===== config.mk =====
export PLATFORM = sky130hd
export DESIGN_NAME = mp_skill_scheduler
export DESIGN_NICKNAME = d
export VERILOG_FILES = /design/src/rtl/mp_skill_scheduler_pkg.sv /design/src/rtl/mp_skill_scheduler_sorted_insert_buffer.sv /design/src/rtl/mp_skill_scheduler.sv
export SDC_FILE = /design/constraint.sdc
export NUM_CORES = 1
export LEC_CHECK = 0
export CAP_MARGIN = 20
export CORE_ASPECT_RATIO = 0.6
export CORE_MARGIN = 5
export CORE_UTILIZATION = 50
export CTS_BUF_LIST = sky130_fd_sc_hd__clkbuf_4 sky130_fd_sc_hd__clkbuf_8
export CTS_CLUSTER_SIZE = 24
export DETAILED_ROUTE_END_ITERATION = 7
export GPL_ROUTABILITY_DRIVEN = 0
export GPL_TIMING_DRIVEN = 0
export PLACE_DENSITY = 0.7
export SYNTH_ARGS = -nofsm -noshare
export SYNTH_HDL_FRONTEND = slang
export SYNTH_SLANG_ARGS = --single-unit
export TNS_END_PERCENT = 50

===== constraint.sdc =====
create_clock -name clk -period 4.4 [get_ports clk]
set_input_delay 0.88 -clock clk [delete_from_list [all_inputs] [get_ports clk]]
set_output_delay 0.88 -clock clk [all_outputs]
set_load 0.01 [all_outputs]

===== src/rtl/mp_skill_scheduler_pkg.sv =====
// Shared player-action types: attribute width, legacy sort entry and the
// skill scheduler state encoding.
package usertype;

    typedef logic [15:0] Attribute;

    // Fixed-size buffer entry of the original four-skill evaluation.
    typedef struct packed {
        Attribute   attr;
        logic [1:0] stable_idx;
    } sorting_element_t;

    typedef enum logic [1:0] {
        S_IDLE,
        S_LOAD,
        S_ACCUM,
        S_DONE
    } skill_sched_state_t;

endpackage


===== src/rtl/mp_skill_scheduler_sorted_insert_buffer.sv =====
// Ascending cost buffer with one-cycle stable insertion, synchronous clear
// and an indexed read port.
module sorted_insert_buffer #(
    parameter int N_SKILL = 4,
    parameter int ATTR_W  = 16,
    parameter int IDX_W   = $clog2(N_SKILL)
) (
    input  logic              clk,
    input  logic              rst_n,
    input  logic              clr,
    input  logic              ins,
    input  logic [ATTR_W-1:0] ins_cost,
    input  logic [IDX_W-1:0]  ins_idx,
    input  logic [IDX_W-1:0]  rd_sel,
    output logic [ATTR_W-1:0] rd_cost,
    output logic [IDX_W-1:0]  rd_idx
);

    typedef struct packed {
        logic [ATTR_W-1:0] cost;
        logic [IDX_W-1:0]  idx;
    } entry_t;

    entry_t             ent     [N_SKILL];
    entry_t             ent_nxt [N_SKILL];
    logic [N_SKILL-1:0] vld;
    logic [N_SKILL-1:0] vld_nxt;
    logic [N_SKILL-1:0] le;

    // le is a prefix of ones because valid entries are sorted and packed
    // from slot 0, so the first clear bit marks the insertion slot.
    always_comb begin
        for (int unsigned i = 0; i < N_SKILL; i++) begin
            le[i] = vld[i] && (ent[i].cost <= ins_cost);
        end
        for (int unsigned i = 0; i < N_SKILL; i++) begin
            ent_nxt[i] = ent[i];
        end
        vld_nxt = vld;
        if (!le[0]) begin
            ent_nxt[0] = '{cost: ins_cost, idx: ins_idx};
            vld_nxt[0] = 1'b1;
        end
        for (int unsigned i = 1; i < N_SKILL; i++) begin
            if (!le[i]) begin
                if (le[i-1]) begin
                    ent_nxt[i] = '{cost: ins_cost, idx: ins_idx};
                    vld_nxt[i] = 1'b1;
                end else begin
                    ent_nxt[i] = ent[i-1];
                    vld_nxt[i] = vld[i-1];
                end
            end
        end
    end

    always_ff @(posedge clk or negedge rst_n) begin
        if (!rst_n) begin
            vld <= '0;
            for (int unsigned i = 0; i < N_SKILL; i++) ent[i] <= '0;
        end else if (clr) begin
            vld <= '0;
            for (int unsigned i = 0; i < N_SKILL; i++) ent[i] <= '0;
        end else if (ins) begin
            vld <= vld_nxt;
            for (int unsigned i = 0; i < N_SKILL; i++) ent[i] <= ent_nxt[i];
        end
    end

    assign rd_cost = ent[rd_sel].cost;
    assign rd_idx  = ent[rd_sel].idx;

endmodule


===== src/rtl/mp_skill_scheduler.sv =====
// Greedy MP skill scheduler: stable-sorts N skill costs on arrival, then
// casts smallest-first until the first skill that does not fit.
module mp_skill_scheduler
    import usertype::*;
#(
    parameter int N_SKILL = 4,
    parameter int ATTR_W  = 16,
    parameter int CNT_W   = $clog2(N_SKILL+1),
    parameter int IDX_W   = $clog2(N_SKILL)
) (
    input  logic               clk,
    input  logic               rst_n,
    input  logic               in_valid,
    input  logic [ATTR_W-1:0]  in_cost,
    input  logic [ATTR_W-1:0]  mp_in,
    output logic               busy,
    output logic               out_valid,
    output logic [CNT_W-1:0]   out_count,
    output logic [ATTR_W-1:0]  out_mp,
    output logic [N_SKILL-1:0] out_mask
);

    localparam logic [IDX_W-1:0] LAST = IDX_W'(N_SKILL - 1);

    skill_sched_state_t state, state_nxt;

    logic [IDX_W-1:0]   cnt;
    logic [ATTR_W-1:0]  rem;
    logic [CNT_W-1:0]   count;
    logic [N_SKILL-1:0] mask;
    logic               fail;
    logic               ins, clr;
    logic [ATTR_W-1:0]  rd_cost;
    logic [IDX_W-1:0]   rd_idx;

    sorted_insert_buffer #(
        .N_SKILL (N_SKILL),
        .ATTR_W  (ATTR_W),
        .IDX_W   (IDX_W)
    ) u_buf (
        .clk      (clk),
        .rst_n    (rst_n),
        .clr      (clr),
        .ins      (ins),
        .ins_cost (in_cost),
        .ins_idx  (cnt),
        .rd_sel   (cnt),
        .rd_cost  (rd_cost),
        .rd_idx   (rd_idx)
    );

    always_ff @(posedge clk or negedge rst_n) begin
        if (!rst_n) state <= S_IDLE;
        else        state <= state_nxt;
    end

    always_comb begin
        state_nxt = state;
        ins       = 1'b0;
        clr       = 1'b0;
        case (state)
            S_IDLE: begin
                if (in_valid) begin
                    ins       = 1'b1;
                    state_nxt = S_LOAD;
                end
            end
            S_LOAD: begin
                if (in_valid) begin
                    ins = 1'b1;
                    if (cnt == LAST) state_nxt = S_ACCUM;
                end
            end
            S_ACCUM: begin
                if (cnt == LAST) state_nxt = S_DONE;
            end
            S_DONE: begin
                clr       = 1'b1;
                state_nxt = S_IDLE;
            end
            default: state_nxt = S_IDLE;
        endcase
    end

    // cnt is the stable index while loading and the sorted read slot while
    // accumulating; it returns to zero on every phase boundary.
    always_ff @(posedge clk or negedge rst_n) begin
        if (!rst_n) begin
            cnt   <= '0;
            rem   <= '0;
            count <= '0;
            mask  <= '0;
            fail  <= 1'b0;
        end else begin
            case (state)
                S_IDLE: begin
                    if (in_valid) begin
                        rem <= mp_in;
                        cnt <= IDX_W'(1);
                    end
                end
                S_LOAD: begin
                    if (in_valid) cnt <= (cnt == LAST) ? '0 : cnt + IDX_W'(1);
                end
                S_ACCUM: begin
                    if (!fail && (rd_cost <= rem)) begin
                        rem          <= rem - rd_cost;
                        count        <= count + CNT_W'(1);
                        mask[rd_idx] <= 1'b1;
                    end else begin
                        fail <= 1'b1;
                    end
                    cnt <= (cnt == LAST) ? '0 : cnt + IDX_W'(1);
                end
                default: begin
                    cnt   <= '0;
                    rem   <= '0;
                    count <= '0;
                    mask  <= '0;
                    fail  <= 1'b0;
                end
            endcase
        end
    end

    assign busy      = (state != S_IDLE);
    assign out_valid = (state == S_DONE);
    assign out_count = out_valid ? count : '0;
    assign out_mp    = out_valid ? rem   : '0;
    assign out_mask  = out_valid ? mask  : '0;

endmodule


After elaboration in Yosys (flattened, before gate mapping)
Cells that the tools add are included.
{ "totals": {"word_cells": 113, "reg_bits": 104} }
{ "classes": {"reduce_logical": 20, "eq_ne": 14, "n_addsub": 3, "magnitude_cmp": 8, "n_bitwise": 4, "muxes": 46} }
{ "op_table": {"columns": ["cell", "count"], "rows": [
  ["$mux 18", 9],
  ["$mux 72", 2],
  ["$le 16x16->1", 5],
  ["$mux 16", 3],
  ["$pmux 16 s3", 1],
  ["$bmux 18 s2", 1],
  ["$ne 2x2->1 const B", 10],
  ["$mux 4", 4],
  ["$sub 16x16->16", 1],
  ["$reduce_and 2->1", 7],
  ["$mux 1", 12],
  ["$mux 2", 6],
  ["$pmux 2 s4", 1],
  ["$pmux 4 s2", 1],
  ["$eq 2x2->1 const B", 3],
  ["$logic_and 1x1->1", 6],
  ["$mux 3", 2],
  ["$pmux 2 s3", 1],
  ["$pmux 3 s2", 1],
  ["$or 4x4->4", 1],
  ["$reduce_and 4->1", 1],
  ["$reduce_bool 2->1", 2],
  ["$add 3x1->3 const B", 1],
  ["$ge 3x3->1 const B", 1],
  ["other kinds (12)", 13]
]} }

Longest topological paths before layout
{ "depth": {"depth_word": 11, "mapped_depth": 13, "depth_no_buf": 10} }

Hierarchy
Synthesis repeated with hierarchy kept, for this count alone.
{ "hier_totals": {"cells_unflattened": 877, "area_unflattened_um2": 8320.5} }
{ "modules_own_cells": {"columns": ["mod", "area_per_inst_um2", "n_inst", "seq_area_each_um2", "cells_per_inst"], "rows": [
  ["sorted_insert_buffer", 5745.5, 1, 1901.8, 559],
  ["mp_skill_scheduler", 2575.0, 1, 700.7, 318]
]} }

Worst setup path before layout
No wires, ideal clock.
{ "synth_timing": {"kind": "reg-to-reg", "from": "register cnt[0]", "to": "register rem[15]", "path_buffers": 3, "period_less_slack_ns": 3.557, "path_stages_with_launch": 13, "arrival_time_ns": 3.432, "setup_time_ns": 0.125, "slack_ns": 0.843, "t_required_ns": 4.275, "cell_sequence": "dfrtp_1 -> clkbuf_1 -> buf_2 -> mux4_2 -> inv_1 -> ha_1 -> a21o_1 -> a221o_1 -> o21a_2 -> o21ai_4 -> a21oi_4 -> buf_6 -> mux2_4"} }
{ "synth_between": {"elab_chain_cells": 8, "word_cells_on_any_way": 11} }
{ "synth_rtl": {"columns": ["element", "line", "rtl"], "rows": [
  ["from (decl)", "mp_skill_scheduler.sv:27", "logic [IDX_W-1:0] cnt;"],
  ["from (signal assigned)", "mp_skill_scheduler.sv:103", "if (in_valid) cnt <= (cnt == LAST) ? '0 : cnt + IDX_W'(1);"],
  ["from (signal assigned)", "mp_skill_scheduler.sv:113", "cnt <= (cnt == LAST) ? '0 : cnt + IDX_W'(1);"],
  ["$not 2->3 (not written as such) *", "mp_skill_scheduler_sorted_insert_buffer.sv:70", "assign rd_cost = ent[rd_sel].cost;"],
  ["$bmux 18 s2 *", "mp_skill_scheduler_sorted_insert_buffer.sv:70", null],
  ["$mux 18 (not written as such) * (2 in a row)", "mp_skill_scheduler_sorted_insert_buffer.sv:70", null],
  ["$le 16x16->1", "mp_skill_scheduler.sv:106", "if (!fail && (rd_cost <= rem)) begin"],
  ["$logic_and 1x1->1", "mp_skill_scheduler.sv:106", null],
  ["$ne 2x2->1 (no source line)", null, null],
  ["$reduce_and 3->1 (no source line)", null, null],
  ["to (signal assigned)", "mp_skill_scheduler.sv:98", "rem <= mp_in;"],
  ["to (signal assigned)", "mp_skill_scheduler.sv:107", "rem <= rem - rd_cost;"],
  ["to (decl)", "mp_skill_scheduler.sv:28", "logic [ATTR_W-1:0] rem;"]
]} }
Mark *: on every way between the ends. The rest lies on a longest branch, timed or not. The select of a mux whose other input is x is not followed.
A chain may end at the register's enable or synchronous reset.

Worst setup path after layout
{ "layout_timing": {"from": "register state[1]", "to": "output out_mp[15]"} }
{ "layout_between": {"elab_chain_cells": 2} }
{ "layout_rtl": {"columns": ["element", "line", "rtl"], "rows": [
  ["from (decl)", "mp_skill_scheduler.sv:25", "skill_sched_state_t state, state_nxt;"],
  ["from (signal assigned)", "mp_skill_scheduler.sv:54", "else state <= state_nxt;"],
  ["$eq 2x2->1", "mp_skill_scheduler.sv:127", "assign out_valid = (state == S_DONE);"],
  ["$mux 16", "mp_skill_scheduler.sv:129", "assign out_mp = out_valid ? rem : '0;"],
  ["to (decl)", "mp_skill_scheduler.sv:19", "output logic [ATTR_W-1:0] out_mp,"]
]} }
Every way passes these cells.

==> results.ini <==
[synthesis]
syn_area_mm2 = 0.00852
avgSynthCellArea_um2 = 9.62
yosys.area.top_type_share_pct = 30.5
ys_top_cells_by_area = dfrtp_1 31%, ha_1 13%, mux2i_1 4.8%
synthFlopType = dfrtp_1
yosysWarnings = 0
postSynthCellCount = 886
async_flop_share_pct = 100
synth_seq_cells = 104
synthesis.nets = 1008
yosysSeqAreaShare_pct = 30.5
yosysTopAreaCell = dfrtp_1
synth_edf_count = 0
ys_types = 77

[power_and_ir_drop]
p_comb_share_pct = 70.9
clockPowerShare_pct = 7.7
power_density_mw_per_mm2 = 881
seqPwrFrac_pct = 21.4
peakVddDrop_mv = 0.580
sw_frac_of_total_pct = 51.9
p_switching_mw = 4.41
intPower_mw = 4.09
p_leak_nw = 4.15

[drt]
drcViolationCount = 0
wl_per_cell_um = 24.0
viasPerCell = 6.61
firstDrtPassIters = 6
wirelength_mm = 28.8
vias = 7912
drt_first_iter_violations = 1092
ant_nets = 0

[floorplan]
floorplan.die_area_mm2 = 0.0198
initial_core_util_pct = 50.3
die_x_um = 179
core_area_mm2 = 0.0169
placementRows = 37
io_pins = 60
fp.dieH_um = 111

[global_routing]
grt.total_usage_pct = 29.5
grt_max_degree = 66
gr-usage-met1_pct = 48.8
grt_pass1_wl_mm = 45.0
use_met2_pct = 34.8
antenna_found_initial = 0
grt_overflow = 0
use_met3_pct = 12.6
grt_pass1_vias = 7506
busiest_layer = met1

[layout]
drive_gt1_share_pct = 10.2
stdcell_area_mm2 = 0.00966
area_growth_pct = 13.3
n_antenna_cell = 0
nets = 1080

[clock_network]
cts_tree = built
clk_pin_slew_worst_paths_ns = 0.11
post_cts_buffers = 0
root_buffer = clkbuf_8
insertion_delay_ns = 0.42
cts_resized = 1
cts_made_buffers = 9
cts_buffer_depth = 2
cts_hold_buf = 0
htreeDepth = 3
cts_sinks = 104

[critical_path]
worstPathArrival_ns = 3.35
cp_data_required_time_ns = 3.52
critical_path_class = reg -> out
cp-start-kind = register
crit_path_max_fanout = 10
critPathCaptureType = primary output

[sta]
finalClockSkew_ns = 0.0293
fmax_mhz = 237
finalSetupViolations = 0
drv_slew = 0
worstMarginPinSlew_ns = 1.12
hold_ws_ns = 0.450
fin_crit_sh_pct = 96.1
maxSlewHeadroom_pct = 24.9
setup_tns_ns = 0
hold_viol = 0
rsz0062_at_grt = false
post-route-min-period_ns = 4.23

[flow_run]
maxCapViolations = 0

[placed_design]
port-buffer-count = 59
place_area_mm2 = 0.00945
dp_hpwl_mm = 22.0

[run_status]
status = completed

[worst_hold_path]
hp-class = in -> async

==> synthesized netlist by cell type (15+ instances only) <==
cell       number
a21oi_1        35
o2111ai_1      21
clkbuf_1       36
o32ai_1        15
nor2b_1        16
nand4_1        19
mux4_2         18
o31ai_1        27
nor2_1         23
and2_1         29
o211ai_1       15
dfrtp_1       104
mux2i_1        41
nand2_1        79
o21ai_0        37
a22o_1         15
inv_1          46
nand3_1        21
o2bb2ai_1      19
ha_1           86
a31oi_1        21
==> worst max-delay path: stages, from the launching register on <==
cell and delay (ns):
dfrtp_1 0.45, ha_1 0.33, clkbuf_2 0.37, clkbuf_1 0.53, clkbuf_1 0.51, and2_1 0.22
clkdlybuf4s50_1 0.53
==> flip-flops by register name, indices dropped and copies added, names as in the netlist <==
register   count
cnt            2
rem           16
mask           4
u_buf.vld      4
u_buf.ent     72
fail           1
count          3
state          2
==> through the flow <==
step / utilization [%] / setup WS (ns) / cells / total power, mW
global placement: 55.5 / -1.73 / 1179 / 7.52
finish: 57.0 / 0.174 / 1197 / 8.51
floorplan: - / 0.843 / 886 / 5.88
CTS: 57.0 / 0.0809 / 1197 / 8.32
detailed placement: 55.8 / 0.00547 / 1181 / 7.65
global route: 57.0 / 0.0108 / 1197 / 9.12
==> power groups by stage <==
stage | Sequential [mW] | Clock, mW | Combinational (mW)
after floorplan | 1.65 | 0 | 4.24
after global placement | 1.81 | 0 | 5.72
after detailed placement | 1.81 | 0 | 5.84
after CTS | 1.80 | 0.662 | 5.86
after global routing | 1.86 | 0.701 | 6.56
final | 1.82 | 0.654 | 6.03
==> cells in the final DEF, fill, tap and decap left out, types with 12 or more instances in the layout <==
master / count
a21o_1: 12
a21oi_1: 35
a22o_1: 15
a31oi_1: 21
and2_1: 29
clkbuf_1: 32
clkdlybuf4s50_1: 58
dfrtp_1: 104
ha_1: 86
inv_1: 46
mux2i_1: 41
mux4_2: 18
nand2_1: 79
nand3_1: 21
nand4_1: 19
nor2_1: 23
nor2b_1: 16
o2111ai_1: 21
o211ai_1: 15
o21ai_0: 37
o2bb2ai_1: 19
o31ai_1: 25
o32ai_1: 15
==> cell type report <==
cell class / count / area, um2
Fill cell: 1562 / 7290
Multi-Input combinational cell: 680 / 5480
Sequential cell: 104 / 2600
Timing Repair Buffer: 61 / 623
Tap cell: 234 / 293
Buffer: 56 / 285
Inverter: 46 / 173
Clock buffer: 9 / 124
Clock inverter: 7 / 77.6
==> final timing paths <==
path | from | end | slack (ns) | cells past startpoint
worst max-delay path | state[1]$_DFFE_PN0P_ | out_mp[15] | 0.17 | 6
worst min-delay path | rst_n | u_buf.ent[45]$_DFFE_PN0P_ | 0.45 | 1
worst max register to register | cnt[1]$_DFFE_PN0P_ | rem[8]$_DFFE_PN0P_ | 0.24 | 12
worst min register to register | u_buf.ent[1]$_DFFE_PN0P_ | u_buf.ent[1]$_DFFE_PN0P_ | 0.50 | 2
max in group asynchronous | rst_n | u_buf.ent[35]$_DFFE_PN0P_ | 3.21 | 2
min in group clk | u_buf.ent[1]$_DFFE_PN0P_ | u_buf.ent[1]$_DFFE_PN0P_ | 0.50 | 2
==> metal layers <==
layer | routed length [um] | vias up | share of wire (%)
li1 | - | 3540 | -
met1 | 13600 | 3784 | 47
met2 | 10500 | 551 | 37
met3 | 4280 | 37 | 15
met4 | 342 | 0 | 1.2
met5 | 0 | - | 0
==> cell families (layout without fill, tap and decap cells) <==
family / after synthesis / in the layout / synth area share, %
XOR/XNOR: 6 / 6 / 0.617
AO/OA/AOI/OAI: 279 / 279 / 24.3
flip-flops: 104 / 104 / 30.5
multiplexers: 77 / 77 / 12.3
buffers and inverters: 102 / 179 / 5.29
AND/OR/NAND/NOR: 231 / 231 / 14.1
adder cells (fa/ha/maj): 87 / 87 / 12.9
(Power assumes the default switching activity.)
